File: config.mk
export PLATFORM = sky130hd
export DESIGN_NAME = freq_meas_ctrl
export DESIGN_NICKNAME = d
export VERILOG_FILES = /design/src/rtl/freq_meas_ctrl.sv
export SDC_FILE = /design/constraint.sdc
export NUM_CORES = 1
export LEC_CHECK = 0
export ABC_AREA = 1
export BUFFER_PORTS_ARGS = -buffer_cell sky130_fd_sc_hd__buf_4
export CAP_MARGIN = 20
export CORE_MARGIN = 1.5
export CORE_UTILIZATION = 33
export CTS_CLUSTER_DIAMETER = 30
export DETAILED_ROUTE_END_ITERATION = 8
export PLACE_DENSITY = 0.48
export SYNTH_ARGS = -nofsm -noshare
export SYNTH_HDL_FRONTEND = slang
export SYNTH_SLANG_ARGS = --single-unit
File: constraint.sdc
create_clock -name csi_clk -period 16.21 [get_ports csi_clk]
set_input_delay 1.621 -clock csi_clk [delete_from_list [all_inputs] [get_ports csi_clk]]
set_output_delay 1.621 -clock csi_clk [all_outputs]
set_load 0.03 [all_outputs]
File: src/rtl/freq_meas_ctrl.sv
// Reciprocal-style frequency meter with an Avalon-MM register interface.
// A gate of GATE_LEN reference cycles is opened on a rising edge of the signal under test.
// The gate is held open past expiry until the next edge, so both counters span whole periods.
//
// Ports:
//   csi_clk         sole clock, also the reference clock
//   csi_reset       asynchronous active-high reset
//   avs_*           Avalon-MM slave: 3-bit word address, 32-bit data, zero-wait-state reads
//   ins_irq         measurement-complete interrupt (done & irq_en)
//   coe_sig_in      asynchronous signal under test
//   coe_gate        high while the gate is open (GATE or CLOSE)
//   coe_busy        high while a measurement is in progress
module freq_meas_ctrl #(
    parameter int unsigned GATE_DEFAULT    = 100000000,
    parameter int unsigned TIMEOUT_DEFAULT = 200000000
) (
    input  logic        csi_clk,
    input  logic        csi_reset,
    input  logic        avs_chipselect,
    input  logic [2:0]  avs_address,
    input  logic        avs_read,
    input  logic        avs_write,
    input  logic [31:0] avs_writedata,
    output logic [31:0] avs_readdata,
    output logic        ins_irq,
    input  logic        coe_sig_in,
    output logic        coe_gate,
    output logic        coe_busy
);

    typedef enum logic [2:0] {StIdle, StClear, StArm, StGate, StClose, StDone} state_e;

    localparam logic [31:0] CntMax = 32'hFFFF_FFFF;

    state_e      state_q, state_d;
    logic        cont_q, cont_d, irq_en_q, irq_en_d;
    logic        done_q, done_d, timeout_q, timeout_d, ovf_q, ovf_d;
    logic [31:0] gate_len_q, gate_len_d, timeout_len_q, timeout_len_d;
    logic [31:0] gate_lat_q, gate_lat_d, tmo_lat_q, tmo_lat_d;
    logic [31:0] ref_cnt_q, ref_cnt_d, test_cnt_q, test_cnt_d, timer_q, timer_d;
    logic [31:0] ref_res_q, ref_res_d, test_res_q, test_res_d, seq_q, seq_d;
    logic        tmo_hit_q, tmo_hit_d;
    logic [2:0]  sync_q;

    logic wr_en, ctrl_wr, start_req, abort_req, status_clr, sig_rise;

    assign wr_en      = avs_chipselect & avs_write;
    assign ctrl_wr    = wr_en && (avs_address == 3'd0);
    // Abort takes precedence over a start carried in the same write.
    assign start_req  = ctrl_wr & avs_writedata[0] & ~avs_writedata[2];
    assign abort_req  = ctrl_wr & avs_writedata[2];
    assign status_clr = wr_en && (avs_address == 3'd1) && avs_writedata[1];

    // sync_q[0..1] synchronize, sync_q[2] is the delayed copy for edge detection.
    assign sig_rise = sync_q[1] & ~sync_q[2];

    assign coe_busy = (state_q != StIdle);
    assign coe_gate = (state_q == StGate) || (state_q == StClose);
    assign ins_irq  = done_q & irq_en_q;

    always_comb begin
        state_d       = state_q;
        cont_d        = cont_q;
        irq_en_d      = irq_en_q;
        done_d        = done_q;
        timeout_d     = timeout_q;
        ovf_d         = ovf_q;
        gate_len_d    = gate_len_q;
        timeout_len_d = timeout_len_q;
        gate_lat_d    = gate_lat_q;
        tmo_lat_d     = tmo_lat_q;
        ref_cnt_d     = ref_cnt_q;
        test_cnt_d    = test_cnt_q;
        timer_d       = timer_q;
        ref_res_d     = ref_res_q;
        test_res_d    = test_res_q;
        seq_d         = seq_q;
        tmo_hit_d     = tmo_hit_q;

        if (ctrl_wr) begin
            cont_d   = avs_writedata[1];
            irq_en_d = avs_writedata[3];
        end
        if (wr_en && (avs_address == 3'd2)) gate_len_d = avs_writedata;
        if (wr_en && (avs_address == 3'd3)) timeout_len_d = avs_writedata;
        // Cleared here so that a set from the FSM below wins in the same cycle.
        if (status_clr) begin
            done_d    = 1'b0;
            timeout_d = 1'b0;
            ovf_d     = 1'b0;
        end

        // Counting while the gate is open, saturating with a sticky overflow flag.
        if ((state_q == StGate) || (state_q == StClose)) begin
            if (ref_cnt_q == CntMax) ovf_d = 1'b1;
            else ref_cnt_d = ref_cnt_q + 32'd1;
            if (sig_rise) begin
                if (test_cnt_q == CntMax) ovf_d = 1'b1;
                else test_cnt_d = test_cnt_q + 32'd1;
            end
        end

        case (state_q)
            StIdle: begin
                if (start_req) state_d = StClear;
            end
            StClear: begin
                ref_cnt_d  = '0;
                test_cnt_d = '0;
                timer_d    = '0;
                tmo_hit_d  = 1'b0;
                gate_lat_d = (gate_len_q == '0) ? 32'd1 : gate_len_q;
                tmo_lat_d  = timeout_len_q;
                state_d    = StArm;
            end
            StArm: begin
                // The opening edge only starts the gate; it is not counted.
                if (sig_rise) begin
                    timer_d = '0;
                    state_d = StGate;
                end else if (timer_q == tmo_lat_q) begin
                    tmo_hit_d = 1'b1;
                    state_d   = StDone;
                end else begin
                    timer_d = timer_q + 32'd1;
                end
            end
            StGate: begin
                if (timer_q == gate_lat_q - 32'd1) begin
                    timer_d = '0;
                    state_d = StClose;
                end else begin
                    timer_d = timer_q + 32'd1;
                end
            end
            StClose: begin
                if (sig_rise) begin
                    state_d = StDone;
                end else if (timer_q == tmo_lat_q) begin
                    tmo_hit_d = 1'b1;
                    state_d   = StDone;
                end else begin
                    timer_d = timer_q + 32'd1;
                end
            end
            StDone: begin
                if (!abort_req) begin
                    if (tmo_hit_q) begin
                        ref_res_d  = '0;
                        test_res_d = '0;
                        timeout_d  = 1'b1;
                    end else begin
                        ref_res_d  = ref_cnt_q;
                        test_res_d = test_cnt_q;
                    end
                    done_d = 1'b1;
                    seq_d  = seq_q + 32'd1;
                end
                state_d = cont_q ? StClear : StIdle;
            end
            default: state_d = StIdle;
        endcase

        if (abort_req) state_d = StIdle;
    end

    always_ff @(posedge csi_clk or posedge csi_reset) begin
        if (csi_reset) begin
            state_q       <= StIdle;
            cont_q        <= 1'b0;
            irq_en_q      <= 1'b0;
            done_q        <= 1'b0;
            timeout_q     <= 1'b0;
            ovf_q         <= 1'b0;
            gate_len_q    <= GATE_DEFAULT;
            timeout_len_q <= TIMEOUT_DEFAULT;
            gate_lat_q    <= '0;
            tmo_lat_q     <= '0;
            ref_cnt_q     <= '0;
            test_cnt_q    <= '0;
            timer_q       <= '0;
            ref_res_q     <= '0;
            test_res_q    <= '0;
            seq_q         <= '0;
            tmo_hit_q     <= 1'b0;
            sync_q        <= '0;
        end else begin
            state_q       <= state_d;
            cont_q        <= cont_d;
            irq_en_q      <= irq_en_d;
            done_q        <= done_d;
            timeout_q     <= timeout_d;
            ovf_q         <= ovf_d;
            gate_len_q    <= gate_len_d;
            timeout_len_q <= timeout_len_d;
            gate_lat_q    <= gate_lat_d;
            tmo_lat_q     <= tmo_lat_d;
            ref_cnt_q     <= ref_cnt_d;
            test_cnt_q    <= test_cnt_d;
            timer_q       <= timer_d;
            ref_res_q     <= ref_res_d;
            test_res_q    <= test_res_d;
            seq_q         <= seq_d;
            tmo_hit_q     <= tmo_hit_d;
            sync_q        <= {sync_q[1:0], coe_sig_in};
        end
    end

    always_comb begin
        avs_readdata = '0;
        if (avs_chipselect && avs_read) begin
            case (avs_address)
                3'd0: avs_readdata = {28'd0, irq_en_q, 1'b0, cont_q, 1'b0};
                3'd1: avs_readdata = {28'd0, ovf_q, timeout_q, done_q, coe_busy};
                3'd2: avs_readdata = gate_len_q;
                3'd3: avs_readdata = timeout_len_q;
                3'd4: avs_readdata = ref_res_q;
                3'd5: avs_readdata = test_res_q;
                3'd6: avs_readdata = seq_q;
                default: avs_readdata = '0;
            endcase
        end
    end

endmodule
==> results of run 1 <==
final cells by class:
| type | instances | area (µm²) | area share, % |
|---|---|---|---|
| multi-input cells | 1763 | 9091 | 38.20 |
| flip-flops and latches | 332 | 8338 | 35.03 |
| clock buffers | 112 | 2487 | 10.45 |
| inverters | 339 | 1282 | 5.389 |
| well taps | 765 | 957.2 | 4.022 |
| clock inverters | 58 | 884.6 | 3.717 |
| repair buffers | 95 | 758.2 | 3.186 |
placed cells by master (no fill, tap or decap), drive strengths merged, types with 40 or more instances in the layout:
master / netlist / final
nand2: 652 / 652
clkbuf: 87 / 112
xnor2: 40 / 40
xor2: 95 / 95
nor2: 241 / 241
dfrtp: 308 / 308
o22ai: 70 / 70
o21ai: 214 / 214
nor3: 55 / 55
inv: 335 / 337
nand3: 188 / 188
nand4: 49 / 49
buf: 29 / 95
worst max-delay path by stage:
stage                                     to  slack [ns]  cells past startpoint
final                        avs_readdata[0]       10.87                     11
after global routing         avs_readdata[2]       10.73                     11
after CTS                    avs_readdata[0]       10.89                     11
after detailed placement     avs_readdata[2]       10.89                     11
after global placement       avs_readdata[0]       10.64                      9
after floorplan           cont_q$_DFFE_PP0P_        5.43                      1
metal layers:
| layer | GRT usage, % | up-vias | wire, µm |
|---|---|---|---|
| met3 | 4.181 | 151 | 3934 |
| met2 | 36.56 | 535 | 31240 |
| met1 | 31.88 | 8460 | 31300 |
| met5 | 0 | - | 0 |
| li1 | - | 8482 | - |
| met4 | 9.677 | 0 | 2900 |
synth_stat cells, types with 9 or more instances:
| library cell | instances |
|---|---|
| a211oi_1 | 29 |
| a21oi_1 | 32 |
| buf_2 | 25 |
| clkbuf_1 | 84 |
| dfrtp_1 | 308 |
| dfstp_2 | 24 |
| inv_1 | 325 |
| inv_2 | 9 |
| nand2_1 | 638 |
| nand2_2 | 11 |
| nand3_1 | 162 |
| nand3_2 | 25 |
| nand3b_1 | 11 |
| nand4_1 | 48 |
| nor2_1 | 205 |
| nor2_2 | 19 |
| nor2_4 | 15 |
| nor3_1 | 52 |
| nor4_1 | 32 |
| o21ai_0 | 208 |
| o22ai_1 | 70 |
| o31ai_1 | 16 |
| xnor2_1 | 40 |
| xor2_1 | 95 |
logic make-up (layout without fill, tap and decap cells):
kind of cell	after synthesis	count (layout)
fa+ha+maj	5	5
flops	332	332
buf+inv	455	604
xor+xnor	135	135
compound gates	385	385
simple gates	1238	1238
power by group through the flow:
stage / Combinational [mW] / Clock, mW / Sequential (mW)
3_3_place_gp: 0.949 / 0 / 1.12
2_1_floorplan: 0.691 / 0 / 1.06
4_1_cts: 0.962 / 1.98 / 1.11
5_1_grt: 1.07 / 2.03 / 1.13
6_report: 0.958 / 1.94 / 1.12
3_5_place_dp: 0.957 / 0 / 1.12
metrics by stage:
step	worst slack [ns]	utilization [%]
after global routing	10.73	41.33
after global placement	10.64	35.36
after floorplan	5.432	-
after CTS	10.89	41.26
final	10.87	41.33
after detailed placement	10.89	35.40
sequential cells by signal, summed over array words and instances (netlist names), 3 cells and up:
name / flops
timer_q: 32
timeout_len_q: 32
tmo_lat_q: 32
state_q: 3
ref_cnt_q: 32
test_res_q: 32
ref_res_q: 32
seq_q: 32
gate_lat_q: 32
gate_len_q: 32
sync_q: 3
test_cnt_q: 32
==> load_flow_metrics.sql, run 1 <==
INSERT INTO impl_metrics (metric_group, metric, value, unit) VALUES
('setup_path', 'critical-path-slowest-cell', 'inv_1', ''),
('power', 'sw_frac_of_total', '34.74', '%'),
('power', 'power.internal', '2.623', 'mW'),
('min_path', 'min_delay_worst_endpoint', 'sync_q[1]$_DFF_PP0_', ''),
('placement', 'io_buffers', '75', ''),
('placement', 'globalplace.congestion', '0.9061', ''),
('min_path', 'timing.hold.worst.class', 'reg2reg', ''),
('cells_and_area', 'fillers', '5902', ''),
('sta', 'worst_slack_on_hold_paths', '0.3433', 'ns'),
('power', 'ir_worst_vdd', '0.00009240', 'V'),
('cts', 'hold_buffer_count_at_cts', '0', ''),
('yosys', 'synthFlopType', 'dfrtp_1', ''),
('yosys', 'combinational_family_with_the_most_area_after_synthesis', 'simple AND/OR/NAND/NOR gates', ''),
('yosys', 'synth_compound_gate_area_share', '11.45', '%'),
('setup_path', 'cp.buffers_inverters', '5', ''),
('global_routing', 'grt_pass1_vias', '17230', ''),
('sta', 'hold_vio_cnt_final', '0', ''),
('setup_path', 'path_delay_family', 'buffers and inverters', ''),
('yosys', 'synth.distinct_cells', '50', ''),
('drt', 'drt.antenna.violating_nets', '0', ''),
('sta', 'final_setup_skew', '0.01716', 'ns'),
('min_path', 'hold_depth', '0', ''),
('cts', 'insertion_delay', '0.61', 'ns'),
('yosys', 'ys_top_cells_by_area', 'dfrtp_1 (40%), nand2_1 (12%), inv_1 (6.4%)', ''),
('cts', 'clk_path_buf_depth', '3', ''),
('drt', 'initialDrtViolationCount', '1389', ''),
('setup_path', 'critical_path.startpoint', 'avs_address[1]', ''),
('sta', 'finalCriticalPeriod', '5.341', 'ns'),
('yosys', 'synth.net_count', '2596', ''),
('run_status', 'run_status', 'completed', ''),
('sta', 'highest_attainable_clock_frequency', '0.1872', 'GHz'),
('drt', 'route.detailed.wl_per_inst', '20.03', 'µm'),
('sta', 'worst-slew-pin-transition', '1.009', 'ns'),
('setup_path', 'critPathMostFrequentCell', 'buf_4', ''),
('yosys', 'synth_seq_area_share', '43.49', '%'),
('global_routing', 'grt-ovfl-total', '0', ''),
('cells_and_area', 'fin_cells', '3464', ''),
('sta', 'grt_setup_unrepaired', 'no', ''),
('power', 'comb_power_share', '23.8', '%'),
('cells_and_area', 'final_cell_area', '23800', 'µm²'),
('sta', 'setup_viol', '0', ''),
('drt', 'route.vias.total', '17630', ''),
('setup_path', 'worst-r2r-setup-slack', '12.77', 'ns'),
('setup_path', 'timing.critical_path.from_type', 'primary input', ''),
('floorplan', 'die_x', '244.0', 'µm'),
('power', 'pwr_density_cell', '168.9', 'nW/µm²'),
('setup_path', 'critPathArrivalTime', '3.72', 'ns'),
('yosys', 'cell_type_with_the_highest_aggregate_area_in_the_netlist', 'dfrtp_1', ''),
('yosys', 'syn_area_per_cell', '7.518', 'µm²'),
('cts', 'cts_tree', 'yes', ''),
('yosys', 'synth_xor_xnor_area_share', '6.168', '%'),
('cts', 'cts_made_buffers', '92', ''),
('placement', 'placedInstanceArea', '20390', 'µm²'),
('min_path', 'worst_hold_startpoint', 'sync_q[0]$_DFF_PP0_', ''),
('floorplan', 'core.rowCount', '88', ''),
('power', 'cellLeakagePower', '10.93', 'nW'),
('global_routing', 'grt_first_pass_wirelength', '106400', 'µm'),
('cts', 'cts.repair.resized', '0', ''),
('global_routing', 'grt_max_degree', '128', ''),
('floorplan', 'die_height', '244.0', 'µm'),
('setup_path', 'cp_cell_sequence', 'buf_4 > inv_1 > nor3_2 > buf_4 > inv_1 > o22ai_1 > a21oi_1 > o221ai_1 > a21oi_1 > nor2_1 > buf_4', ''),
('yosys', 'post_synth_inst_count', '2550', ''),
('yosys', 'synth_simple_gate_area_share', '29.36', '%'),
('yosys', 'synth_adder_area_share', '0.3263', '%'),
('placement', 'detailedPlacementHpwl', '51360', 'µm'),
('yosys', 'synth_mux_area_share', '0', '%'),
('placement', 'placed_cells', '3292', ''),
('cts', 'clock-root-buffer', 'clkbuf_16', ''),
('setup_path', 'rr_endpoint', 'ref_cnt_q[1]$_DFFE_PP0P_', ''),
('cts', 'worst_setup_hold_path_clk_slew', '0.04', 'ns'),
('cts', 'clkSinkCount', '332', '');
Note: power is estimated with default switching activity, not from simulation.
==> run 2: changes to the inputs <==
==> constraint.sdc (replaced) <==
create_clock -name csi_clk -period 5.5 [get_ports csi_clk]
set_input_delay 0.55 -clock csi_clk [delete_from_list [all_inputs] [get_ports csi_clk]]
set_output_delay 0.55 -clock csi_clk [all_outputs]
set_load 0.03 [all_outputs]
==> load_flow_metrics.sql, run 2 (synthesized netlist as in run 1, its figures left out) <==
INSERT INTO impl_metrics (metric_group, metric, value, unit) VALUES
('power', 'seqPwrFrac', '27.4', '%'),
('power', 'ir_worst_vdd', '0.0002798', 'V'),
('setup_path', 'critical_path.startpoint', 'ref_cnt_q[0]$_DFFE_PP0P_', ''),
('floorplan', 'die_height', '244.0', 'µm'),
('cts', 'cts.repair.resized', '0', ''),
('cells_and_area', 'syn_to_final_growth', '24.49', '%'),
('sta', 'hold_vio_cnt_final', '0', ''),
('cells_and_area', 'diodes', '0', ''),
('power', 'power.internal', '7.739', 'mW'),
('drt', 'route.vias.total', '17590', ''),
('cells_and_area', 'drive_gt1_share', '14.15', '%'),
('drt', 'drt.antenna.violating_nets', '0', ''),
('cells_and_area', 'most_frequent_cells_in_the_layout', 'nand2_1 (636), inv_1 (322), dfrtp_1 (308)', ''),
('floorplan', 'core.rowCount', '88', ''),
('global_routing', 'grt_usage', '23.17', '%'),
('sta', 'finalCriticalPeriod', '3.186', 'ns'),
('sta', 'setup_tns', '0', 'ns'),
('power', 'cellLeakagePower', '10.98', 'nW'),
('cells_and_area', 'finalNetCount', '2672', ''),
('floorplan', 'die_x', '244.0', 'µm'),
('floorplan', 'initial_core_util', '33.29', '%'),
('run_status', 'run_status', 'completed', ''),
('placement', 'preCtsSetupSlack', '2.240', 'ns'),
('placement', 'detailedPlacementHpwl', '50680', 'µm'),
('cts', 'cts_tree', 'yes', ''),
('setup_path', 'critical-path-slowest-cell', 'nor2_2', ''),
('cts', 'hold_buffer_count_at_cts', '1', ''),
('floorplan', 'die_area', '59550', 'µm²'),
('min_path', 'timing.hold.worst.class', 'in2async', ''),
('setup_path', 'critical_path.max_fanout', '24', ''),
('power', 'comb_power_share', '23.8', '%'),
('power', 'pwr_density_cell', '497.3', 'nW/µm²'),
('setup_path', 'critical-path-max-stage-delay', '0.52', 'ns'),
('setup_path', 'rr_endpoint', 'ref_cnt_q[1]$_DFFE_PP0P_', ''),
('run', 'max_cap_violations', '0', ''),
('sta', 'layout_setup_ws', '2.314', 'ns'),
('global_routing', 'grt_pass1_vias', '17270', ''),
('power', 'clkPwrFrac', '48.8', '%'),
('sta', 'grt_setup_unrepaired', 'no', ''),
('setup_path', 'critPathArrivalTime', '3.72', 'ns'),
('drt', 'via_density_per_instance', '5.067', ''),
('cells_and_area', 'most_frequent_standard_cell_in_the_layout_excluding_fill_and_tap_cells', 'nand2_1', ''),
('drt', 'drtPass1Iterations', '6', ''),
('setup_path', 'startpoint_to_endpoint_class_of_the_critical_path', 'reg2reg', ''),
('setup_path', 'timing.critical_path.from_type', 'register', ''),
('setup_path', 'worst-r2r-setup-slack', '2.31', 'ns'),
('sta', 'highest_attainable_clock_frequency', '0.3139', 'GHz'),
('setup_path', 'cp_cell_sequence', 'ha_1 > nand2_1 > inv_1 > nand2_1 > nor2_2 > nand3_1 > nor3_1 > nand4_1 > nand2_2 > inv_2 > nor2_2 > inv_1 > o21ai_0', ''),
('global_routing', 'grt_max_degree', '166', ''),
('global_routing', 'grt_first_pass_wirelength', '105300', 'µm'),
('cts', 'worst_setup_hold_path_clk_slew', '0.04', 'ns'),
('cts', 'clkSinkCount', '332', ''),
('global_routing', 'grt-ovfl-total', '0', ''),
('cells_and_area', 'fillers', '5883', ''),
('drt', 'route.detailed.wl_per_inst', '19.72', 'µm'),
('sta', 'final_setup_skew', '0.02640', 'ns'),
('placement', 'globalplace.congestion', '0.9175', ''),
('cts', 'post_cts.repair.setup_buffers', '0', ''),
('power', 'power.net_switching', '4.128', 'mW'),
('drt', 'remaining_drc_errors', '0', ''),
('setup_path', 'cp.required', '6.04', 'ns'),
('setup_path', 'r2r_cells', '13', ''),
('sta', 'timing.max_slew.rel_slack', '34.70', '%'),
('drt', 'initialDrtViolationCount', '1373', ''),
('setup_path', 'timing.critical_path.to_type', 'register', ''),
('placement', 'io_buffers', '75', ''),
('floorplan', 'core', '57590', 'µm²'),
('cts', 'cts.htree.levels', '3', ''),
('drt', 'route.final.wire_length', '68450', 'µm'),
('global_routing', 'number_of_antenna_violations_at_the_first_check_in_global_routing', '0', ''),
('cts', 'clk_path_buf_depth', '3', ''),
('cts', 'clock-root-buffer', 'clkbuf_16', ''),
('sta', 'setup_viol', '0', ''),
('setup_path', 'worstReg2RegStart', 'ref_cnt_q[0]$_DFFE_PP0P_', ''),
('power', 'sw_frac_of_total', '34.79', '%'),
('cts', 'insertion_delay', '0.63', 'ns'),
('setup_path', 'worst_setup_path_endpoint', 'ref_cnt_q[1]$_DFFE_PP0P_', ''),
('sta', 'worst-slew-pin-transition', '0.9772', 'ns'),
('sta', 'period_share', '57.93', '%'),
('sta', 'finalMaxSlewViolations', '0', ''),
('cts', 'cts_made_buffers', '93', ''),
('floorplan', 'design.portCount', '76', '');
## run 2: metrics by stage
stage                     total power, mW  instances  util, %  hold WS (ns)  instance area, µm²
after floorplan                     5.150       2550        -        0.3312               19170
after global placement              6.063       3293    35.40        0.3441               20380
after detailed placement            6.103       3293    35.40        0.3544               20380
after CTS                           11.96       3469    41.36       0.07895               23820
after global routing                12.49       3471    41.44       0.09886               23870
final                               11.87       3471    41.44       0.06432               23870
## run 2: layout make-up
cell class	instances	area, µm²	share of cell area (%)
timing repair buffer	97	775.7	3.250
inverter	339	1279	5.358
sequential	332	8338	34.94
clock buffer	125	2638	11.05
tap	765	957.2	4.011
clock inverter	50	787.0	3.298
multi-input combinational	1763	9091	38.09
## run 2: how the worst min path moves through the flow
stage	cells after the start	slack (ns)	from	to
6_report	2	0.06	csi_reset	ref_res_q[15]$_DFFE_PP0P_
5_1_grt	2	0.1	csi_reset	ref_res_q[15]$_DFFE_PP0P_
4_1_cts	2	0.08	csi_reset	ref_res_q[15]$_DFFE_PP0P_
3_5_place_dp	0	0.35	sync_q[0]$_DFF_PP0_	sync_q[1]$_DFF_PP0_
3_3_place_gp	0	0.34	sync_q[0]$_DFF_PP0_	sync_q[1]$_DFF_PP0_
2_1_floorplan	0	0.33	sync_q[0]$_DFF_PP0_	sync_q[1]$_DFF_PP0_
## run 2: power groups by stage
stage	Clock, mW	Sequential (mW)	Combinational (mW)
6_report	5.79	3.26	2.82
5_1_grt	6.03	3.29	3.17
4_1_cts	5.88	3.25	2.84
3_5_place_dp	0	3.28	2.83
3_3_place_gp	0	3.27	2.79
2_1_floorplan	0	3.11	2.04
## run 2: worst max-delay path, delay by kind of cell, from the launching register on
kind / cells / cell delay [ns]
DFF: 1 / 0.42
AOI/OAI and AO/OA: 1 / 0.21
and+or+nand+nor: 8 / 1.77
adders and majority gates: 1 / 0.21
buffers and inverters: 3 / 0.48
## run 2: metal layers
layer  global-route usage, %  vias up  wire length [µm]
met2                   37.65      479             32050
met4                   8.079        0              2118
met1                   31.04     8497             30960
li1                        -     8488                 -
met3                   3.929      124              3320
met5                       0        -                 0
